--- config.mk ---
export PLATFORM = sky130hd
export DESIGN_NAME = alu_seq
export DESIGN_NICKNAME = d
export VERILOG_FILES = /design/src/rtl/alu_seq.sv
export SDC_FILE = /design/constraint.sdc
export NUM_CORES = 1
export LEC_CHECK = 0
export CELL_PAD_IN_SITES_DETAIL_PLACEMENT = 1
export CELL_PAD_IN_SITES_GLOBAL_PLACEMENT = 1
export CORE_MARGIN = 2
export CORE_UTILIZATION = 42
export CTS_CLUSTER_SIZE = 8
export DETAILED_ROUTE_END_ITERATION = 6
export DONT_BUFFER_PORTS = 1
export PLACE_DENSITY = 0.73
export SLEW_MARGIN = 5
export SYNTH_ARGS = -nofsm -noshare
export SYNTH_HDL_FRONTEND = slang
export SYNTH_SLANG_ARGS = --single-unit
export TNS_END_PERCENT = 20
--- constraint.sdc ---
create_clock -name clk -period 8.25 [get_ports clk]
set_input_delay 2.0625 -clock clk [delete_from_list [all_inputs] [get_ports clk]]
set_output_delay 2.0625 -clock clk [all_outputs]
set_load 0.01 [all_outputs]
--- src/rtl/alu_seq.sv ---
// Registered ALU with valid/ready on both sides; single-cycle ops return in 1 cycle, MUL in W+1.
// Throughput is one op per two cycles: a result must be handed off before the next accept.
module alu_seq #(
  parameter int W  = 16,
  parameter int CW = 5
) (
  input  logic         clk,
  input  logic         rst,
  input  logic         in_valid,
  output logic         in_ready,
  input  logic [3:0]   op,
  input  logic [W-1:0] x,
  input  logic [W-1:0] y,
  output logic         out_valid,
  input  logic         out_ready,
  output logic [W-1:0] z,
  output logic         zflag,
  output logic         cflag,
  output logic         nflag
);

  localparam int SW = $clog2(W);

  localparam logic [3:0] OP_SUB = 4'd0;
  localparam logic [3:0] OP_INC = 4'd1;
  localparam logic [3:0] OP_OR  = 4'd2;
  localparam logic [3:0] OP_ADD = 4'd3;
  localparam logic [3:0] OP_AND = 4'd4;
  localparam logic [3:0] OP_XOR = 4'd5;
  localparam logic [3:0] OP_SHL = 4'd6;
  localparam logic [3:0] OP_SHR = 4'd7;
  localparam logic [3:0] OP_MUL = 4'd8;

  typedef enum logic [1:0] {IDLE, BUSY, DONE} state_t;

  state_t         state;
  logic [2*W-1:0] acc;
  logic [2*W-1:0] mcand;
  logic [W-1:0]   mplier;
  logic [CW-1:0]  cnt;

  logic [SW-1:0]  shamt;
  logic [W:0]     wide_arith;
  logic [W:0]     wide_shl;
  logic [W:0]     wide_shr;
  logic [W-1:0]   res;
  logic           res_c;
  logic [2*W-1:0] acc_nxt;

  // Shifts run one bit wider so the last bit shifted out lands in the extra bit.
  always_comb begin
    shamt      = y[SW-1:0];
    wide_arith = '0;
    wide_shl   = {1'b0, x} << shamt;
    wide_shr   = {x, 1'b0} >> shamt;
    res        = '0;
    res_c      = 1'b0;
    case (op)
      OP_SUB: begin
        wide_arith = {1'b0, x} - {1'b0, y};
        res        = wide_arith[W-1:0];
        res_c      = wide_arith[W];
      end
      OP_INC: begin
        wide_arith = {1'b0, x} + (W+1)'(1);
        res        = wide_arith[W-1:0];
        res_c      = wide_arith[W];
      end
      OP_ADD: begin
        wide_arith = {1'b0, x} + {1'b0, y};
        res        = wide_arith[W-1:0];
        res_c      = wide_arith[W];
      end
      OP_OR:  res = x | y;
      OP_AND: res = x & y;
      OP_XOR: res = x ^ y;
      OP_SHL: begin
        res   = wide_shl[W-1:0];
        res_c = wide_shl[W];
      end
      OP_SHR: begin
        res   = wide_shr[W:1];
        res_c = wide_shr[0];
      end
      default: begin
        res   = '0;
        res_c = 1'b0;
      end
    endcase
  end

  assign acc_nxt = acc + (mplier[0] ? mcand : '0);

  always_ff @(posedge clk) begin
    if (rst) begin
      state     <= IDLE;
      in_ready  <= 1'b1;
      out_valid <= 1'b0;
      z         <= '0;
      zflag     <= 1'b0;
      cflag     <= 1'b0;
      nflag     <= 1'b0;
      acc       <= '0;
      mcand     <= '0;
      mplier    <= '0;
      cnt       <= '0;
    end else begin
      case (state)
        IDLE: begin
          if (in_valid) begin
            in_ready <= 1'b0;
            if (op == OP_MUL) begin
              mcand  <= {{W{1'b0}}, x};
              mplier <= y;
              acc    <= '0;
              cnt    <= CW'(W);
              state  <= BUSY;
            end else begin
              z         <= res;
              zflag     <= (res == '0);
              cflag     <= res_c;
              nflag     <= res[W-1];
              out_valid <= 1'b1;
              state     <= DONE;
            end
          end
        end
        BUSY: begin
          acc    <= acc_nxt;
          mcand  <= mcand << 1;
          mplier <= mplier >> 1;
          cnt    <= cnt - CW'(1);
          // Last partial product: publish straight from the adder output.
          if (cnt == CW'(1)) begin
            z         <= acc_nxt[W-1:0];
            zflag     <= (acc_nxt[W-1:0] == '0);
            cflag     <= |acc_nxt[2*W-1:W];
            nflag     <= acc_nxt[W-1];
            out_valid <= 1'b1;
            state     <= DONE;
          end
        end
        DONE: begin
          if (out_ready) begin
            out_valid <= 1'b0;
            in_ready  <= 1'b1;
            state     <= IDLE;
          end
        end
        default: begin
          state     <= IDLE;
          in_ready  <= 1'b1;
          out_valid <= 1'b0;
        end
      endcase
    end
  end

endmodule

==> summary.md <==
| Metric | Value |
|---|---|
| Status | complete, no violations |
| Hold Crit Class | flip-flop to flip-flop |
| Core ar. | 24390 µm² |
| Layout area overhead | 3.868% |
| Data required time of the critical path | 8.55 ns |
| Syn Inst Count | 1400 |
| Final ANT Viol Nets | 0 |
| Placed instance area | 10560 µm² |
| DR iter-0 viols | 867 |
| Fin cells | 1641 |
| CTS Root Cell | clkbuf_16 |
| Worst-Margin Slew | 1.140 ns |
| CP Launch Type | primary input |
| Fin Setup TNS | 0 ns |
| Worst hold slack | 0.4610 ns |
| Mapped Area | 10480 µm² |
| Netlist cell types | 93 |
| Post-layout nets | 1437 |
| Via-per-instance ratio | 6.528 |
| Final setup viols | 0 |
| Max-cap violation count | 0 |
| Final slew viol count | 0 |
| Mean Syn Cell Area | 7.486 µm² |
| Hold Fails Final Rpt | 0 |
| I/O Buffers | 0 |
| DP Wirelength | 29340 µm |
| Worst-Skew Late Latency | 0.36 ns |
| Critical path peak fanout | 32 |
| Critical path endpoint category | flip-flop |
| Clk buf depth | 2 |
| Initial core utilization | 0.4297 |
| Worst Skew | 0.01377 ns |
| Chip Height | 162.0 µm |
| Peak supply drop | 0.09527 mV |
| Final core occ | 0.4463 |
| # rows | 57 |
| DIE AREA | 26230 µm² |
| Seq cells post-synth | 107 |
| Area leader, netlist | dfxtp_1 |
| YS warnings | 0 |
| Pin count of the biggest net entering global routing | 109 |
| Global route overflow | 0 |
| Top-area cell type share of the netlist area | 0.2044 |
| Sequential share of the synthesized area | 0.2044 |
| Primary FF master, synth | dfxtp_1 |
| Fmax | 188.3 MHz |
| CTS tree | yes |
| Global-route wire length before repair | 61670 µm |
| Cts hold-fix bufs | 0 |
| Total GRT Usage | 0.3014 |
| Hold Path Origin | acc[6] |
| Initial antenna violation count | 2 |
| Post-CTS Setup Bufs | 0 |
| Placed Cells incl. Taps | 1624 |
| Synth area leaders | dfxtp_1 (20%), ha_1 (9.9%), nor2_1 (6.0%) |
| Io pins | 61 |
| DR WL/cell | 24.22 µm |
| Die width | 162.0 µm |
| FF-to-FF Start | mplier[0] |
| Kind of critical path | primary input to flip-flop |
| Layout cells sized above 1 | 0.07067 |
| Routed via count | 10710 |
| RSZ-0062 raised after global routing | false |
| GP Congestion | 0.9889 |
| Crit path from | y[2] |
| Fin crit share | 0.6437 |
| EDFF count, synth | 0 |
| Slew margin rel. | 0.2379 |
| Design Area, Final | 10890 µm² |
| CTS Buf Count | 9 |
| Reg clk slew, reported paths | 0.08 ns |
| First-pass DRT Iterations | 5 |
| FFs w/ async S/R, synth | 0 |
| # DRC | 0 |
| Detailed-route wire length | 39740 µm |
| Fill cells | 3034 |
| Power Dens Cells | 122.0 nW/µm² |
| CTS Sinks | 107 |
| Lkg Pwr | 4.242 nW |
| Post-synth net total | 1526 |
| Worst Path Arrival | 5.61 ns |
| H-Tree Depth | 3 |
| Post-CTS Resized | 0 |
| Fin crit period | 5.311 ns |
| Number of global-route vias before repair | 10390 |
-- placed cells by master, fill, tap and decap left out, types with 6 or more instances in the layout --
master,instances
nor2_1,167
nand2_1,156
dfxtp_1,107
a21oi_1,88
ha_1,83
o21ai_0,62
inv_1,59
a22oi_1,51
and2_1,35
nor3_1,33
xnor2_1,30
a311oi_1,27
mux2i_1,24
a211oi_1,22
nand3_1,22
xor2_1,17
a21o_1,16
mux4_2,15
mux2_2,15
nor4_1,12
o211ai_1,12
nand4_1,12
a31oi_1,12
buf_4,12
or3_1,11
nor2b_1,10
nand2b_1,9
o221ai_1,9
o21a_1,9
clkbuf_16,9
o21bai_1,8
a221oi_1,8
or2_2,7
a222oi_1,7
a2111oi_0,7
or4_1,6
a211o_1,6
o31ai_1,6
-- cells by family after synthesis --
kind of cell               after synthesis  share of synthesized area
and+or+nand+nor                        513                     0.2304
DFF                                    107                     0.2044
xor gates and xnor gates                47                    0.03928
muxes                                   54                    0.07127
adders and majority gates               86                     0.1048
AOI/OAI and AO/OA                      420                     0.2843
buffers and inverters                  173                    0.06554
-- per-stage QoR --
step           setup WS, ns  power [mW]
6_report              2.939       1.329
5_1_grt               2.777       1.390
4_1_cts               3.052       1.333
3_5_place_dp          2.669      0.8423
3_3_place_gp          2.709      0.8387
2_1_floorplan         3.179      0.7870
-- area by class of cell --
cell class | count | area, µm² | share of cell area
Sequential cell | 107 | 2142 | 0.1968
Clock buffer | 11 | 242.7 | 0.02230
Timing Repair Buffer | 12 | 90.09 | 0.008276
Inverter | 61 | 229.0 | 0.02103
Clock inverter | 5 | 83.83 | 0.007701
Antenna cell | 1 | 2.502 | 0.0002299
Multi-Input combinational cell | 1120 | 7690 | 0.7064
Tap cell | 324 | 405.4 | 0.03724
-- flip-flops by register name, summed over array words and instances, names as in the netlist --
| register | cells |
|---|---|
| acc | 32 |
| cflag | 1 |
| cnt | 5 |
| in_ready | 1 |
| mcand | 32 |
| mplier | 16 |
| out_valid | 1 |
| state | 2 |
| z | 16 |
| zflag | 1 |
-- Yosys cell counts (all sizes together) (13+ instances only) --
cell	number
mux4	15
a311oi	27
nand3	22
xor2	17
a21o	17
a211oi	24
clkbuf	92
nor4	13
a21oi	91
xnor2	30
ha	83
dfxtp	107
nand2	156
nor2	168
and2	35
nor3	35
mux2i	24
buf	20
o21ai	66
mux2	15
inv	60
a22oi	51
-- critical path, cell delays in order --
cell and delay [ns]:
inv_2 0.30, ha_1 0.40, nand2b_1 0.23, a211oi_1 0.27, o21a_1 0.22, a21oi_1 0.14, a211o_1 0.31, a2111oi_0 0.87
nand4_1 0.26, nor4_1 0.29, nand3_1 0.12, o21ai_1 0.13
-- worst paths after layout --
kind	slack, ns	depth (start not counted)	end
max	2.94	12	zflag
min	0.46	2	acc[6]
max reg2reg	3.80	13	cflag
min reg2reg	0.46	2	acc[6]
-- metal layers --
layer,part of all wire,track usage,vias up
met3,0.077,0.05184,91
met4,0.039,0.1175,0
met2,0.44,0.4652,431
met1,0.45,0.4188,5241
met5,0,0,-
li1,-,-,4950
-- where the power goes --
group          total, mW  leakage [nW]  switching (mW)  internal (mW)
registers          0.544         0.866          0.0153          0.529
logic              0.295          3.22           0.180          0.115
clock network      0.490         0.152           0.214          0.276
total               1.33          4.24           0.409          0.919
Note: power is estimated with default switching activity, not from simulation.
